[src/rtl/regfile_mp_if.sv]
// Bundles the decode/writeback side of regfile_mp: read ports, write ports,
// allocation request and the scoreboard vector.
interface regfile_mp_if #(
    parameter int DW       = 32,
    parameter int NUM_REGS = 32,
    parameter int AW       = 5,
    parameter int NUM_RD   = 2,
    parameter int NUM_WR   = 2
);
    logic [NUM_RD*AW-1:0] rd_addr;
    logic [NUM_RD*DW-1:0] rd_data;
    logic [NUM_RD-1:0]    rd_busy;
    logic [NUM_WR-1:0]    wr_en;
    logic [NUM_WR*AW-1:0] wr_addr;
    logic [NUM_WR*DW-1:0] wr_data;
    logic                 alloc_en;
    logic [AW-1:0]        alloc_addr;
    logic [NUM_REGS-1:0]  busy_vec;

    modport master (
        output rd_addr, wr_en, wr_addr, wr_data, alloc_en, alloc_addr,
        input  rd_data, rd_busy, busy_vec
    );

    modport slave (
        input  rd_addr, wr_en, wr_addr, wr_data, alloc_en, alloc_addr,
        output rd_data, rd_busy, busy_vec
    );
endinterface

[src/rtl/regfile_mp.sv]
// Multi-port register file with same-cycle write bypass and busy scoreboard.
// Combinational reads, one-edge write/scoreboard update, no backpressure;
// optional hardwired zero register under REGFILE_ZERO_REG_EN.
module regfile_mp #(
    parameter int DW       = 32,
    parameter int NUM_REGS = 32,
    parameter int AW       = 5,
    parameter int NUM_RD   = 2,
    parameter int NUM_WR   = 2
) (
    input  logic        clk,
    input  logic        rst,
    regfile_mp_if.slave rf
);
    // Lowest register index that accepts writes, allocs and bypass.
`ifdef REGFILE_ZERO_REG_EN
    localparam int FIRST_REG = 1;
`else
    localparam int FIRST_REG = 0;
`endif

    logic [DW-1:0]        mem_q [NUM_REGS];
    logic [DW-1:0]        mem_d [NUM_REGS];
    logic [NUM_REGS-1:0]  busy_q;
    logic [NUM_REGS-1:0]  busy_d;
    logic [NUM_RD*DW-1:0] rd_data_c;
    logic [NUM_RD-1:0]    rd_busy_c;

    // Ascending port order lets the highest-index port win; allocs land last.
    always_comb begin
        mem_d  = mem_q;
        busy_d = busy_q;
        for (int w = 0; w < NUM_WR; w++) begin
            for (int r = FIRST_REG; r < NUM_REGS; r++) begin
                if (rf.wr_en[w] && rf.wr_addr[w*AW +: AW] == AW'(r)) begin
                    mem_d[r]  = rf.wr_data[w*DW +: DW];
                    busy_d[r] = 1'b0;
                end
            end
        end
        for (int r = FIRST_REG; r < NUM_REGS; r++) begin
            if (rf.alloc_en && rf.alloc_addr == AW'(r)) begin
                busy_d[r] = 1'b1;
            end
        end
    end

    always_comb begin
        rd_data_c = '0;
        rd_busy_c = '0;
        for (int p = 0; p < NUM_RD; p++) begin
            logic byp_ok;
            byp_ok = 1'b0;
            for (int r = 0; r < NUM_REGS; r++) begin
                if (rf.rd_addr[p*AW +: AW] == AW'(r)) begin
                    rd_data_c[p*DW +: DW] = mem_q[r];
                    rd_busy_c[p]          = busy_q[r];
                end
            end
            // Only in-range, writable addresses may be bypassed.
            for (int r = FIRST_REG; r < NUM_REGS; r++) begin
                if (rf.rd_addr[p*AW +: AW] == AW'(r)) begin
                    byp_ok = 1'b1;
                end
            end
            for (int w = 0; w < NUM_WR; w++) begin
                if (byp_ok && rf.wr_en[w] &&
                    rf.wr_addr[w*AW +: AW] == rf.rd_addr[p*AW +: AW]) begin
                    rd_data_c[p*DW +: DW] = rf.wr_data[w*DW +: DW];
                    rd_busy_c[p]          = 1'b0;
                end
            end
        end
    end

    always_ff @(posedge clk) begin
        if (rst) begin
            for (int r = 0; r < NUM_REGS; r++) begin
                mem_q[r] <= DW'(r);
            end
            busy_q <= '0;
        end else begin
            mem_q  <= mem_d;
            busy_q <= busy_d;
        end
    end

    assign rf.rd_data  = rd_data_c;
    assign rf.rd_busy  = rd_busy_c;
    assign rf.busy_vec = busy_q;
endmodule

[src/flat_wrapper.sv]
// flat-port wrapper written by rule: the top's interface ports become plain ports
module regfile_mp_flat 
#(
    parameter int DW       = 32,
    parameter int NUM_REGS = 32,
    parameter int AW       = 5,
    parameter int NUM_RD   = 2,
    parameter int NUM_WR   = 2
)
  (clk, rst, rf_rd_addr, rf_wr_en, rf_wr_addr, rf_wr_data, rf_alloc_en, rf_alloc_addr, rf_rd_data, rf_rd_busy, rf_busy_vec);
  regfile_mp_if #(.DW(DW), .NUM_REGS(NUM_REGS), .AW(AW), .NUM_RD(NUM_RD), .NUM_WR(NUM_WR)) rf_i ();
  input  logic clk;
  input  logic rst;
  input wire logic [$bits(rf_i.rd_addr)-1:0] rf_rd_addr;
  input wire logic [$bits(rf_i.wr_en)-1:0] rf_wr_en;
  input wire logic [$bits(rf_i.wr_addr)-1:0] rf_wr_addr;
  input wire logic [$bits(rf_i.wr_data)-1:0] rf_wr_data;
  input wire logic [$bits(rf_i.alloc_en)-1:0] rf_alloc_en;
  input wire logic [$bits(rf_i.alloc_addr)-1:0] rf_alloc_addr;
  output wire logic [$bits(rf_i.rd_data)-1:0] rf_rd_data;
  output wire logic [$bits(rf_i.rd_busy)-1:0] rf_rd_busy;
  output wire logic [$bits(rf_i.busy_vec)-1:0] rf_busy_vec;
  assign rf_i.rd_addr = rf_rd_addr;
  assign rf_i.wr_en = rf_wr_en;
  assign rf_i.wr_addr = rf_wr_addr;
  assign rf_i.wr_data = rf_wr_data;
  assign rf_i.alloc_en = rf_alloc_en;
  assign rf_i.alloc_addr = rf_alloc_addr;
  assign rf_rd_data = rf_i.rd_data;
  assign rf_rd_busy = rf_i.rd_busy;
  assign rf_busy_vec = rf_i.busy_vec;
  regfile_mp #(.DW(DW), .NUM_REGS(NUM_REGS), .AW(AW), .NUM_RD(NUM_RD), .NUM_WR(NUM_WR)) u_core (.clk(clk), .rst(rst), .rf(rf_i));
endmodule
[config.mk]
export PLATFORM = sky130hd
export DESIGN_NAME = regfile_mp_flat
export DESIGN_NICKNAME = d
export VERILOG_FILES = /design/src/rtl/regfile_mp_if.sv /design/src/rtl/regfile_mp.sv /design/src/flat_wrapper.sv
export SDC_FILE = /design/constraint.sdc
export NUM_CORES = 2
export LEC_CHECK = 0
export ABC_AREA = 1
export CAP_MARGIN = 25
export CORE_AREA = 8 8 408 410
export CTS_CLUSTER_SIZE = 24
export DETAILED_ROUTE_END_ITERATION = 7
export DIE_AREA = 0 0 416 418
export PLACE_DENSITY_LB_ADDON = 0.2
export SYNTH_ARGS = -nofsm -noshare
export SYNTH_HDL_FRONTEND = slang
export SYNTH_SLANG_ARGS = --single-unit
[constraint.sdc]
create_clock -name clk -period 7.2 [get_ports clk]
set_clock_uncertainty 0.2 [all_clocks]
set_input_delay 2.16 -clock clk [delete_from_list [all_inputs] [get_ports clk]]
set_output_delay 2.16 -clock clk [all_outputs]
set_load 0.01 [all_outputs]
# After elaboration in Yosys (flattened, before gate mapping)
# Index checks and enable logic that the tools add are counted.
# Widths: inputs -> output; s select.
dict set report op_classes {
  n_eq_ne 159
  n_mux 360
  n_reduce_logical 173
}
# operator count
set op_table {}
lappend op_table {{$mux 32} 132}
lappend op_table {{$eq 5x5->1 const B} 80}
lappend op_table {{$mux 1} 228}
lappend op_table {{$eq 5x4->1 const B} 40}
lappend op_table {{$logic_and 1x1->1} 104}
lappend op_table {{$eq 5x3->1 const B} 20}
lappend op_table {{$reduce_bool 3->1} 32}
lappend op_table {{$reduce_bool 2->1} 32}
lappend op_table {{$eq 5x2->1 const B} 10}
lappend op_table {{$eq 5x1->1 const B} 5}
lappend op_table {{$logic_not 5->1} 5}
lappend op_table {{$eq 5x5->1} 4}
dict set report totals {
  register_bits 1056
  in_bits 94
  out_inout_bits 98
  word_cells 756
}

# Longest topological paths before layout
dict set report logic_depth {
  word_depth 37
  ltp_mapped 25
}

# Worst setup path after synthesis
# OpenSTA, ideal clock, no wires.
dict set report synth_timing {
  path_kind {input to output}
  startpoint {input port rf_rd_addr[3]}
  endpoint {output port rf_rd_data[10]}
  arrival_ps 4161
  required_time_ps 4840
  slack_ps 679
  stages 24
  cell_sequence {buf_2 nor2_2 nand2_1 nor2_1 buf_2 buf_2 nand2_1 o221ai_1 a21oi_1 nand4_1 o21ai_0 nand4_1 nand2_1 nand4_1 nand2_1 nand4_1 nand2_1 nand4_1 nand2_1 nand4_1 nand2_1 nand4_1 nand2_1 nand2_1}
}
dict set report synth_between {
  elab_chain_cells 37
  elab_cells_between_ends 104
}
# item line_no
set synth_lines {}
lappend synth_lines {{start, declared} flat_wrapper.sv:14} ;# input wire logic [$bits(rf_i.rd_addr)-1:0] rf_rd_addr;
lappend synth_lines {{$logic_not 5->1} {regfile_mp.sv:55, regfile_mp.sv:62}}
lappend synth_lines {{$mux 1 (32 in series)} regfile_mp.sv:62} ;# if (rf.rd_addr[p*AW +: AW] == AW'(r)) begin
lappend synth_lines {{$logic_and 1x1->1 (2 in series)} regfile_mp.sv:67} ;# if (byp_ok && rf.wr_en[w] &&
lappend synth_lines {{$mux 32} regfile_mp.sv:67}
lappend synth_lines {{$mux 32 (*)} regfile_mp.sv:67}
lappend synth_lines {{end, declared} flat_wrapper.sv:20} ;# output wire logic [$bits(rf_i.rd_data)-1:0] rf_rd_data;
# Every way passes the cells marked *; elsewhere a longest branch is shown, timed or not.

# Final worst setup path
dict set report layout_timing {
  startpoint {input port rf_rd_addr[5]}
  endpoint {output port rf_rd_data[32]}
}
# The elaborated chain is that of the path after synthesis.

==> impl_metrics.csv <==
group,metric,value,unit
outcome,run_status,"finished with violations",
outcome,failed_checks,"negative setup slack",
setup_path,reg2reg_slack,5.67,ns
setup_path,critPathArrivalTime,6.16,ns
die,die_w,416,um
yosys,synth_top_area_cell,"dfxtp_1",
timing,setup_viol,66,
clock_network,clockRootBuffer,"clkbuf_16",
route,first_pass_iters,6,
route,ant_nets,0,
layout,drive_gt1_frac,0.208,
die,initial_core_util,0.399,
yosys,synth_edf_count,0,
setup_path,reg2reg_to,"u_core.rf.busy_vec[26]",
clock_network,cts_max_level,4,
route,route.detailed.drc,0,
pwr,powerDensity,184,nW/um2
route,vias,81300,
yosys,ys.flop_type,"dfxtp_1",
grt,antenna_found_initial,22,
timing,max_freq,117,MHz
yosys,postSynthCellCount,10300,
die,rows,147,
route,drt_iter0_drc,11700,
min_path,hold_path_depth,2,
grt,grt_usage,0.444,
placed_design,io_buffers,191,
yosys,synthArstFlopShare,0,
flow_run,maxCapViolCount,0,
timing,period_needed,8.52,ns
setup_path,end_kind,"output pin",
pwr,p_leak,34.0,nW
placed_design,dp.cells,12600,
yosys,synthesis.nets,10400,
timing,relSlewSlack,0.196,
layout,nets,10900,
clock_network,cts_hold_buf,0,
die,die_h,418,um
layout,instances_no_fill,13000,
min_path,holdPathEnd,"u_core.mem_q[548]",
placed_design,place_hpwl,289000,um
yosys,synth_area_leaders,"dfxtp_1, nand2_1, o21ai_0, a21oi_1, inv_1",
yosys,ys_seq_area_frac,0.332,
min_path,worstHoldStart,"u_core.mem_q[548]",
grt,grt_pass1_vias,74000,
die,io_pins,192,
setup_path,setup.worst_path.start,"rf_rd_addr[5]",
clock_network,insertion_delay,0.80,ns
min_path,hold_class,"reg2reg",
setup_path,r2r-start,"u_core.rf.busy_vec[26]",
yosys,syn_area,63700,um2
setup_path,crit_type,"in2out",
grt,grt_pass1_wl,560000,um
clock_network,cts_buffers,133,
clock_network,clock_sinks,1056,
yosys,avgSynthCellArea,6.15,um2
setup_path,crit_required,4.84,ns
setup_path,critPathMaxFanout,6,
layout,area_growth,29.8,%
timing,final_max_slew_viol_count,0,
setup_path,ff2ff_path_depth,2,
clock_network,clkSlewWorstSetupHoldPaths,0.05,ns
die,core_area,160000,um2
timing,hold_viol,0,
placed_design,pre_cts_slack,-2.46,ns
yosys,ys_ff_latch,1056,
yosys,yosysWarnings,0,
grt,grt_max_degree,177,
timing,tightest_slew,1.21,ns
yosys,synth_cell_types,38,
placed_design,gp_congestion,1.05,
timing,period_share,1.18,
setup_path,start_kind,"primary input",
yosys,synth_top_area_frac,0.332,
timing,setup_slack,-1.32,ns
route,via_per_inst,6.27,
grt,overflow,0,
clock_network,clk_path_buf_depth,3,
timing,grt_setup_unrepaired,"true",
route,wl_per_cell,31.7,um
pwr,ir_worst_vdd,0.273,mV
route,wl,411000,um
die,die-area,174000,um2
clock_network,cts_tree,"yes",
-- worst max-delay path, stage by stage --
cell	delay [ns]
buf_12	0.12
clkinv_4	0.05
nor2_4	0.04
nand3_4	0.16
buf_6	0.16
buf_6	0.11
o22ai_4	0.06
a21oi_4	0.15
nand4_1	0.21
nor2_2	0.21
nand4_1	0.37
nand2_1	0.21
nand3_2	0.16
nand2_2	0.10
nand3_2	0.08
nand2_2	0.11
nand4_1	0.32
nor2_1	0.25
nand4_1	0.19
nor2_2	0.18
nand4_1	0.17
nor2_2	0.17
nand3_2	0.11
nand2_2	0.09
nand2_2	0.07
buf_6	0.13
-- power breakdown --
part	total [mW]	switching (mW)	leakage, nW	internal [mW]
sequential	6.05	0.0974	8.54	5.96
clock	6.92	2.94	2.12	3.98
combinational	2.23	1.61	23.3	0.623
-- synth_stat cells (all sizes together) (3+ instances only) --
master   instances
nor3           138
inv           1053
or2            121
nor3b            8
buf             42
o2111ai         10
o211ai         438
dfxtp         1056
o21ai         1643
a21oi         1309
clkbuf         911
nor2           609
a221oi          25
nand2         2323
xor2             3
a211oi           4
o22ai          101
o221ai          14
nand3          123
a22oi            4
clkinv          17
o311ai           9
mux2i            3
nand4          376
-- layout make-up --
cell class / count / area, um2
fillers: 16100 / 77000
multi-input cells: 7267 / 38700
flip-flops and latches: 1056 / 21100
repair buffers: 1229 / 11700
inverters: 1070 / 4110
clock buffers: 201 / 3930
well taps: 2086 / 2610
clock inverters: 34 / 387
diodes: 18 / 45.0
-- how the worst max path moves through the flow --
stage / to / slack (ns) / depth (start not counted)
3_5_place_dp: rf_rd_data[34] / -2.46 / 29
4_1_cts: rf_rd_data[37] / -1.34 / 29
6_report: rf_rd_data[32] / -1.32 / 26
5_1_grt: rf_rd_data[37] / -1.18 / 27
2_1_floorplan: rf_rd_data[10] / 0.68 / 24
3_3_place_gp: rf_rd_data[34] / -2.48 / 29
-- logic make-up (layout without fill, tap and decap cells) --
kind of cell              Yosys count  after routing  share of synthesized area
AOI/OAI and AO/OA                3559           3559                      0.303
xor gates and xnor gates            4              4                   0.000550
buffers and inverters            2023           2534                      0.120
DFF                              1056           1056                      0.332
muxes                               3              3                   0.000472
other                               0             18                          0
and+or+nand+nor                  3700           3701                      0.244
-- sequential cells by signal, summed over array words and instances, names as in the netlist --
name                cells
u_core.rf.busy_vec     32
u_core.mem_q         1024
-- metrics by stage --
step	setup TNS, ns	area, um2	hold WS, ns	total power, mW	utilization
global route	-63.10	82600	0.277	15.4	0.517
global placement	-140.54	72600	0.251	8.09	0.455
detailed placement	-141.29	72700	0.256	8.10	0.455
finish	-62.07	82600	0.264	15.2	0.518
floorplan	0	63700	0.244	6.93	-
CTS	-65.94	81400	0.265	15.0	0.510
-- placed cells by master, fill, tap and decap left out, types with 14 or more instances in the layout --
cell / synthesis / final
buf_12: 0 / 115
o22ai_1: 101 / 77
buf_2: 26 / 45
nor3_1: 138 / 115
nand2_1: 2323 / 2033
nand2_4: 0 / 56
nor2_2: 6 / 136
diode_2: 0 / 18
buf_6: 0 / 184
o22ai_4: 0 / 15
clkbuf_16: 0 / 139
nand3_4: 0 / 35
o211ai_1: 438 / 438
nand3_2: 4 / 73
nand4_1: 376 / 376
clkdlybuf4s50_1: 0 / 82
nor2_4: 2 / 51
clkbuf_1: 911 / 40
clkinv_1: 17 / 23
o21ai_0: 1626 / 1607
nand2_2: 0 / 230
or2_2: 116 / 115
clkbuf_8: 0 / 22
nand3_1: 119 / 15
inv_2: 20 / 28
a21oi_4: 0 / 14
nor2_1: 601 / 423
a221oi_1: 25 / 21
dfxtp_1: 1056 / 1056
nor3_2: 0 / 18
o21ai_2: 0 / 24
a21oi_1: 1309 / 1248
clkinv_2: 0 / 18
buf_4: 2 / 779
buf_8: 0 / 21
inv_1: 1033 / 1003
a21oi_2: 0 / 47
-- timing repair --
| action | 4_1_cts | 5_1_grt |
|---|---|---|
| setup endpoints to repair | 66 | 66 |
| gates cloned | 6 | 0 |
| resized for setup | 1301 | 271 |
| pin swaps | 724 | 705 |
| buffers inserted | 95 | 37 |
-- per-layer routing --
metal  GRT usage  part of all wire  vias to the layer above  routed length [um]
li1            -                 -                    35500                   -
met1       0.493              0.34                    38400              140000
met2       0.676              0.42                     5574              174000
met3       0.130              0.11                     1756               45900
met4       0.425              0.12                       16               49700
met5     0.00738           0.00067                        -                 276
(Power assumes the default switching activity.)
